==> config.mk <==
export PLATFORM = sky130hd
export DESIGN_NAME = iob_wishbone2iob_pipe
export DESIGN_NICKNAME = d
export VERILOG_FILES = /design/src/rtl/iob_wishbone2iob_pipe.sv
export SDC_FILE = /design/constraint.sdc
export NUM_CORES = 1
export LEC_CHECK = 0
export ABC_CLOCK_PERIOD_IN_PS = 12580
export CORE_ASPECT_RATIO = 0.75
export CORE_MARGIN = 10
export CORE_UTILIZATION = 50
export CTS_CLUSTER_SIZE = 24
export DETAILED_ROUTE_END_ITERATION = 10
export PLACE_DENSITY = 0.76
export SLEW_MARGIN = 20
export SYNTH_ARGS = -nofsm -noshare
export SYNTH_HDL_FRONTEND = slang
export SYNTH_SLANG_ARGS = --single-unit
==> constraint.sdc <==
create_clock -name clk_i -period 12.58 [get_ports clk_i]
set_input_delay 2.516 -clock clk_i [delete_from_list [all_inputs] [get_ports clk_i]]
set_output_delay 2.516 -clock clk_i [all_outputs]
set_load 0.02 [all_outputs]
==> src/rtl/iob_wishbone2iob_pipe.sv <==
// Pipelined Wishbone B4 slave to IOb master bridge: a request FIFO replayed one transaction at a time.
// Define WB2IOB_TIMEOUT_EN to add the IOb response timeout (wb_err_o); otherwise WAIT persists indefinitely.
module iob_wishbone2iob_pipe #(
    parameter int ADDR_W     = 32,
    parameter int DATA_W     = 32,
    parameter int FIFO_DEPTH = 4,
    parameter int TIMEOUT_W  = 8
) (
    input  logic                        clk_i,
    input  logic                        rst_n_i,
    input  logic [ADDR_W-1:0]           wb_adr_i,
    input  logic [DATA_W/8-1:0]         wb_sel_i,
    input  logic                        wb_we_i,
    input  logic                        wb_cyc_i,
    input  logic                        wb_stb_i,
    input  logic [DATA_W-1:0]           wb_dat_i,
    output logic                        wb_stall_o,
    output logic                        wb_ack_o,
    output logic                        wb_err_o,
    output logic [DATA_W-1:0]           wb_dat_o,
    output logic                        valid_o,
    output logic [ADDR_W-1:0]           address_o,
    output logic [DATA_W-1:0]           wdata_o,
    output logic [DATA_W/8-1:0]         wstrb_o,
    input  logic [DATA_W-1:0]           rdata_i,
    input  logic                        ready_i,
    output logic [$clog2(FIFO_DEPTH):0] level_o,
    output logic [1:0]                  dbg_state_o
);

    localparam int STRB_W = DATA_W / 8;
    localparam int PTR_W  = $clog2(FIFO_DEPTH);
    localparam int LVL_W  = PTR_W + 1;
    localparam logic [LVL_W-1:0] FULL_LVL = LVL_W'(FIFO_DEPTH);

    typedef enum logic [1:0] {
        S_IDLE  = 2'd0,
        S_ISSUE = 2'd1,
        S_WAIT  = 2'd2
    } state_t;

    state_t            state_q, state_d;
    logic [PTR_W-1:0]  wr_ptr_q, wr_ptr_d;
    logic [PTR_W-1:0]  rd_ptr_q, rd_ptr_d;
    logic [LVL_W-1:0]  level_q, level_d;
    logic              aborted_q, aborted_d;
    logic              read_q, read_d;
    logic              ack_q, ack_d;
    logic              err_q, err_d;
    logic [DATA_W-1:0] dat_q, dat_d;

    logic [ADDR_W-1:0] adr_mem_q  [FIFO_DEPTH];
    logic [DATA_W-1:0] dat_mem_q  [FIFO_DEPTH];
    logic [STRB_W-1:0] strb_mem_q [FIFO_DEPTH];

    logic              push, pop, flush, busy, issue;
    logic              done, timeout, finish, suppress, cur_read;
    logic [ADDR_W-1:0] head_adr;
    logic [DATA_W-1:0] head_dat;
    logic [STRB_W-1:0] head_strb;

    // Handshakes: a Wishbone request transfers at a rising edge with wb_cyc_i & wb_stb_i & ~wb_stall_o.
    // valid_o is a one-cycle IOb request; ready_i is a one-cycle response honoured only in ISSUE or WAIT.
    assign head_adr  = adr_mem_q[rd_ptr_q];
    assign head_dat  = dat_mem_q[rd_ptr_q];
    assign head_strb = strb_mem_q[rd_ptr_q];

`ifdef WB2IOB_TIMEOUT_EN
    localparam logic [TIMEOUT_W-1:0] TMO_LAST = {{(TIMEOUT_W-1){1'b1}}, 1'b0};

    logic [TIMEOUT_W-1:0] tmo_cnt_q, tmo_cnt_d;

    // Fires on the WAIT cycle where the counter would reach its all-ones value.
    always_comb begin
        tmo_cnt_d = '0;
        timeout   = 1'b0;
        if (state_q == S_WAIT && !ready_i) begin
            if (tmo_cnt_q == TMO_LAST) begin
                timeout = 1'b1;
            end else begin
                tmo_cnt_d = tmo_cnt_q + TIMEOUT_W'(1);
            end
        end
    end

    always_ff @(posedge clk_i) begin
        if (!rst_n_i) begin
            tmo_cnt_q <= '0;
        end else begin
            tmo_cnt_q <= tmo_cnt_d;
        end
    end
`else
    localparam logic [TIMEOUT_W-1:0] TMO_OFF = '0;

    assign timeout = |TMO_OFF;
`endif

    always_comb begin
        push     = wb_cyc_i & wb_stb_i & ~wb_stall_o;
        issue    = (state_q == S_ISSUE);
        busy     = (state_q != S_IDLE);
        pop      = issue;
        flush    = ~wb_cyc_i;
        done     = busy & ready_i;
        finish   = done | timeout;
        cur_read = issue ? (head_strb == '0) : read_q;
        suppress = aborted_q | flush;

        wr_ptr_d = wr_ptr_q;
        rd_ptr_d = rd_ptr_q;
        level_d  = level_q;
        if (flush) begin
            wr_ptr_d = '0;
            rd_ptr_d = '0;
            level_d  = '0;
        end else begin
            if (push) wr_ptr_d = wr_ptr_q + PTR_W'(1);
            if (pop)  rd_ptr_d = rd_ptr_q + PTR_W'(1);
            level_d = level_q + LVL_W'(push) - LVL_W'(pop);
        end

        // Next-state decisions use the post-push/pop level so a sustained burst issues every cycle.
        state_d = state_q;
        case (state_q)
            S_IDLE:  if (level_d != '0) state_d = S_ISSUE;
            S_ISSUE: begin
                if (ready_i) state_d = (level_d != '0) ? S_ISSUE : S_IDLE;
                else         state_d = S_WAIT;
            end
            S_WAIT:  if (finish) state_d = (level_d != '0) ? S_ISSUE : S_IDLE;
            default: state_d = S_IDLE;
        endcase

        read_d = issue ? (head_strb == '0) : read_q;

        aborted_d = aborted_q;
        if (finish) begin
            aborted_d = 1'b0;
        end else if (busy && flush) begin
            aborted_d = 1'b1;
        end

        ack_d = done & ~suppress;
        err_d = timeout & ~suppress;
        dat_d = (ack_d && cur_read) ? rdata_i : '0;
    end

    always_ff @(posedge clk_i) begin
        if (!rst_n_i) begin
            state_q   <= S_IDLE;
            wr_ptr_q  <= '0;
            rd_ptr_q  <= '0;
            level_q   <= '0;
            aborted_q <= 1'b0;
            read_q    <= 1'b0;
            ack_q     <= 1'b0;
            err_q     <= 1'b0;
            dat_q     <= '0;
        end else begin
            state_q   <= state_d;
            wr_ptr_q  <= wr_ptr_d;
            rd_ptr_q  <= rd_ptr_d;
            level_q   <= level_d;
            aborted_q <= aborted_d;
            read_q    <= read_d;
            ack_q     <= ack_d;
            err_q     <= err_d;
            dat_q     <= dat_d;
        end
    end

    // Storage needs no reset: entries are only visible while level is non-zero.
    always_ff @(posedge clk_i) begin
        if (push) begin
            adr_mem_q[wr_ptr_q]  <= wb_adr_i;
            dat_mem_q[wr_ptr_q]  <= wb_dat_i;
            strb_mem_q[wr_ptr_q] <= wb_we_i ? wb_sel_i : '0;
        end
    end

    assign wb_stall_o  = (level_q == FULL_LVL);
    assign wb_ack_o    = ack_q;
    assign wb_err_o    = err_q;
    assign wb_dat_o    = dat_q;
    assign valid_o     = (state_q == S_ISSUE);
    assign address_o   = valid_o ? head_adr : '0;
    assign wdata_o     = valid_o ? head_dat : '0;
    assign wstrb_o     = valid_o ? head_strb : '0;
    assign level_o     = level_q;
    assign dbg_state_o = state_q;

endmodule
==> results of run 1 <==
-- worst min-delay path: stages, from the launching register on --
cell and delay (ns):
dfxtp_1 0.32, xor2_1 0.07, nor2_1 0.10
-- cells by family (layout without fill, tap and decap cells) --
logic type,Yosys count,after routing,share of synthesized area
compound gates,40,40,0.0354
mux,68,68,0.123
fa+ha+maj,8,8,0.00846
xor+xnor,5,5,0.00353
buf+inv,63,294,0.0225
flops,318,318,0.732
other cells,1,3,0.000302
simple gates,161,161,0.0750
-- worst min-delay path by stage --
stage,slack (ns),to,from,depth (start not counted)
global route,0.56,aborted_q,aborted_q,1
detailed placement,0.51,aborted_q,aborted_q,1
floorplan,0.48,register,rd_ptr_q[1],2
CTS,0.53,aborted_q,aborted_q,1
finish,0.53,register,rd_ptr_q[1],2
global placement,0.50,register,rd_ptr_q[1],2
-- area by class of cell --
| type | instances | area (um^2) | area share |
|---|---|---|---|
| well taps | 331 | 414 | 0.0259 |
| repair buffers | 224 | 2210 | 0.139 |
| multi-input cells | 283 | 3090 | 0.193 |
| flip-flops and latches | 318 | 9100 | 0.569 |
| inverters | 14 | 52.6 | 0.00329 |
| diodes | 2 | 5.00 | 0.000313 |
| clock buffers | 35 | 769 | 0.0481 |
| clock inverters | 21 | 343 | 0.0214 |
-- cell usage in the layout, fill, tap and decap left out, types with 2 or more instances in the layout --
cell / n
nor2_4: 4
dfxtp_1: 43
nor2_1: 8
ha_1: 6
nand3_1: 36
a21oi_1: 2
inv_1: 11
edfxtp_1: 272
mux4_2: 68
bufinv_16: 9
xor2_1: 3
buf_4: 11
nand2_1: 3
clkinvlp_4: 3
inv_2: 3
clkinv_1: 5
nand4_1: 32
and2_1: 72
clkbuf_1: 5
diode_2: 2
xnor2_1: 2
clkbuf_16: 30
o22ai_2: 30
o21ai_1: 2
clkdlybuf4s50_1: 213
dfxtp_4: 2
o22ai_1: 2
clkinv_2: 3
-- per-stage QoR --
stage / cells / util / hold WS, ns / cell area, um^2
3_5_place_dp: 1170 / 0.614 / 0.514 / 14900
2_1_floorplan: 664 / - / 0.485 / 12400
5_1_grt: 1226 / 0.660 / 0.559 / 16000
4_1_cts: 1226 / 0.660 / 0.529 / 16000
6_report: 1228 / 0.660 / 0.531 / 16000
3_3_place_gp: 1170 / 0.614 / 0.500 / 14900
-- flip-flops by register name (all words and copies together), names as in the netlist, 2 cells and up, named ones only --
signal / flops
level_o: 3
dat_mem_q: 128
wr_ptr_q: 2
adr_mem_q: 128
dbg_state_o: 2
rd_ptr_q: 2
strb_mem_q: 16
wb_dat_o: 32
-- layer usage --
layer  global-route usage  vias to the layer above
li1                     -                     3059
met1                0.239                     3378
met2                0.270                      216
met3               0.0421                       30
met4               0.0311                        2
met5                    0                        -
-- power groups by stage --
stage	sequential, mW	combinational [mW]	clock, mW
2_1_floorplan	1.20	0.148	0
3_3_place_gp	1.20	0.276	0
3_5_place_dp	1.20	0.279	0
4_1_cts	1.18	0.281	1.02
5_1_grt	1.18	0.297	1.07
6_report	1.18	0.277	0.999
==> results.toml, run 1 <==
[grt]
grt_first_pass_wirelength_mm = 42.9
overflow = 0
grt_pass1_vias = 6956
grt_max_degree = 69
antenna_found_initial = 2
grt_use_total = 0.171

[synthesis]
ys.flop_type = "edfxtp_1"
synth_cell_types = 35
synth_seq_cells = 318
synth_edf_count = 272
synth_area_mm2 = 0.0124
synthTopCellsByArea = "edfxtp_1, mux4_2, dfxtp_1"
avgSynthCellArea_um2 = 18.7
yosys.area.top_type = "edfxtp_1"
yosys-top-cells-count = "edfxtp_1, and2_1, mux4_2"
ys_async_sr_fraction = 0
yosysSeqAreaShare = 0.732
yosysMostFrequentCell = "edfxtp_1"
ys_warn_count = 0
synth_cells = 664
synth_nets = 777
synth_top_area_frac = 0.657

[worst_setup_path]
reg2reg_depth = 12
reg2reg_from = "dbg_state_o[0]"
worstPathRequired_ns = 10.06
critPathKind = "reg -> out"
crit_top_cell = "buf_4"
cp_num_cells = 6
path_buf_inv = 4
cp_max_fo = 61
r2r_setup_slack_ns = 8.90
critical_path.slowest_cell = "buf_4"
critPathCapture = "wdata_o[4]"
end_kind = "primary output"
critPathLaunch = "dbg_state_o[0]"
crit_family = "buffers and inverters"
cp_slowest_stage_delay_ns = 0.62
arrival_ns = 3.50
r2r-end = "dbg_state_o[0]"
worstPathCellList = "nand2b_1, buf_4, inv_2, buf_4, and2_1, clkdlybuf4s50_1"
start_kind = "register"

[drt]
wl_mm = 27.6
route.met2.wl_mm = 13.1
ant_nets = 0
drt_iter0_markers = 546
first_pass_iters = 4
met3_length_mm = 1.88
wl_met1_mm = 12.2
avgViaCountPerCell = 5.44
wl_per_cell_um = 22.5
highest_layer = "met5"
num_vias = 6685
drc_errors = 0

[placement]
dp_hpwl_mm = 17.4
port_buffers = 213
dp_slack_ns = 7.12
gp_congestion = 0.717

[sta]
final_max_slew_viol_count = 0
setup_ws_ns = 6.56
rsz0062_at_grt = "false"
min_period_over_period = 0.479
timing.fmax_mhz = 166
finalClockSkew_ns = 0.0164
worst_slew_pin_slew_ns = 1.08
hold_violations = 0
slew_headroom = 0.280
setup_viol = 0
period_needed_ns = 6.02
finalSetupTns_ns = 0

[power]
comb_power_share = 0.113
internal_power_mw = 1.92
p_seq_frac = 0.480
ir_worst_vdd_mv = 0.151
total_power_mw = 2.46
p_switching_mw = 0.538
p_clk_frac = 0.407
pwr_density_cell_mw_per_mm2 = 154
p_leak_nw = 4.99
swShare = 0.219

[outcome]
status = "complete, no violations"

[layout]
nNetsFinal = 984
syn2layout_area_growth_pct = 28.6
drive_gt1_frac = 0.185
fill_cells = 1615

[die]
row_count = 49
die_y_um = 157
io_pins = 215
die_w_um = 202
die_area_mm2 = 0.0316
start_util = 0.513
coreArea_mm2 = 0.0242

[clocking]
cts_made_buffers = 30
cts_resized = 0
post-cts-setup-buffers = 0
clock_latency_ns = 0.55
postCtsHoldBufs = 0
cts.sinks = 318
path_clk_slew_ns = 0.06
clock_path_buffers = 3
cts_tree = "built"
root_buffer = "clkbuf_16"
htree_levels = 1

[flow_run]
maxCapViolCount = 0

[worst_hold_path]
hp-class = "reg -> reg"
Power figures use the tool's default switching activity.
==> run 2: changes to the inputs <==
--- a/config.mk
+++ b/config.mk
@@ -5,7 +5,7 @@
 export SDC_FILE = /design/constraint.sdc
 export NUM_CORES = 1
 export LEC_CHECK = 0
-export ABC_CLOCK_PERIOD_IN_PS = 12580
+export ABC_CLOCK_PERIOD_IN_PS = 5700
 export CORE_ASPECT_RATIO = 0.75
 export CORE_MARGIN = 10
 export CORE_UTILIZATION = 50
==> constraint.sdc (replaced) <==
create_clock -name clk_i -period 5.7 [get_ports clk_i]
set_input_delay 1.14 -clock clk_i [delete_from_list [all_inputs] [get_ports clk_i]]
set_output_delay 1.14 -clock clk_i [all_outputs]
set_load 0.02 [all_outputs]
==> run 2 against run 1 <==
  * Design area decreased by 0.75%
  * Total power increased by 110%
  * Setup slack got worse by 5.1 ns
  * Combinational power increased by 120%
  * Clock power increased by 90%
==> results.toml, run 2 (synthesis gave the netlist of run 1 again) <==
[grt]
grt_pass1_vias = 7129
grt_max_degree = 69
overflow = 0
grt_use_total = 0.168
grt_first_pass_wirelength_mm = 42.3
antenna_found_initial = 2

[clocking]
post-cts-setup-buffers = 0
htree_levels = 1
cts_resized = 0
postCtsHoldBufs = 0
cts_tree = "built"
path_clk_slew_ns = 0.06
cts_made_buffers = 31
clock_latency_ns = 0.54
cts.sinks = 318
root_buffer = "clkbuf_16"
clock_path_buffers = 3

[layout]
fill_cells = 1662
nNetsFinal = 985
final_cells = 1227
n_antenna_cell = 0
syn2layout_area_growth_pct = 27.7
final_common_cell = "edfxtp_1"
final_cell_mix = "edfxtp_1, clkdlybuf4s50_1, and2_1"
stdcell_area_mm2 = 0.0159
drive_gt1_frac = 0.181
finish.utilization = 0.655

[drt]
wl_mm = 27.1
wl_per_cell_um = 22.1
drt_iter0_markers = 486
avgViaCountPerCell = 5.51
num_vias = 6764
ant_nets = 0
drc_errors = 0
first_pass_iters = 5

[sta]
timing.fmax_mhz = 236
worst_slew_pin_slew_ns = 1.03
min_period_over_period = 0.744
setup_ws_ns = 1.46
period_needed_ns = 4.24
finalClockSkew_ns = 0.00734
rsz0062_at_grt = "false"
setup_viol = 0
final_max_slew_viol_count = 0
slew_headroom = 0.312
finalSetupTns_ns = 0
whs_ns = 0.535
hold_violations = 0

[power]
p_leak_nw = 4.93
ir_worst_vdd_mv = 0.250
total_power_mw = 5.12
pwr_density_cell_mw_per_mm2 = 323

[worst_setup_path]
start_kind = "register"
r2r-end = "dbg_state_o[0]"
critPathKind = "reg -> out"
worstPathRequired_ns = 4.56
path_buf_inv = 4
cp_max_fo = 58
r2r_setup_slack_ns = 2.38
reg2reg_from = "dbg_state_o[0]"
arrival_ns = 3.10
crit_family = "buffers and inverters"
critical_path.slowest_cell = "clkdlybuf4s50_1"
reg2reg_depth = 12
worstPathCellList = "nand2b_1, buf_4, inv_2, buf_12, and2_1, clkdlybuf4s50_1"
cp_slowest_stage_delay_ns = 0.61
end_kind = "primary output"

[die]
start_util = 0.513
die_y_um = 157
row_count = 49
die_w_um = 202
die_area_mm2 = 0.0316
coreArea_mm2 = 0.0242
io_pins = 215

[placement]
placed_cell_area_mm2 = 0.0149
port_buffers = 213
post-place-cells = 1170
dp_hpwl_mm = 17.2
dp_slack_ns = 1.94
gp_congestion = 0.768

[outcome]
status = "complete, no violations"

[flow_run]
maxCapViolCount = 0

[worst_hold_path]
hp-class = "reg -> reg"
hold-path-cell-count = 1
whs_endpoint = "aborted_q"
min_from = "aborted_q"
[run 2: cell types whose count changed in the layout (fill, tap and decap cells not counted), sizes merged]
cell and change:
clkbuf +3, clkinvlp -1, diode -2, inv +2, bufinv -7, clkinv +4
[run 2: how the worst max path moves through the flow]
stage | startpoint | endpoint | slack (ns) | depth (start not counted)
after CTS | dbg_state_o[0] | address_o[12] | 1.44 | 6
final | dbg_state_o[0] | address_o[12] | 1.46 | 6
after detailed placement | wb_cyc_i | dbg_state_o[0] | 1.94 | 10
after floorplan | wb_cyc_i | adr_mem_q[0][0] | 1.06 | 2
after global routing | dbg_state_o[0] | address_o[6] | 1.26 | 6
after global placement | wb_cyc_i | dbg_state_o[0] | 1.99 | 10
[run 2: cell type report]
class	count	area, um^2	share of cell area
Clock inverter	19	145	0.00915
Multi-Input combinational cell	283	3090	0.195
Inverter	14	52.6	0.00331
Sequential cell	318	9100	0.574
Clock buffer	38	802	0.0506
Timing Repair Buffer	224	2260	0.143
Tap cell	331	414	0.0261
[run 2: power by group]
part	total, mW	leakage, nW	switching (mW)	internal (mW)
Clock	1.90	0.460	0.817	1.09
Sequential	2.60	2.85	0.0283	2.58
Combinational	0.616	1.63	0.325	0.291
[run 2: layer usage]
layer / track usage / share of wire
met1: 0.229 / 0.43
met2: 0.272 / 0.48
met3: 0.0406 / 0.072
met4: 0.0371 / 0.019
met5: 0 / 0.0013
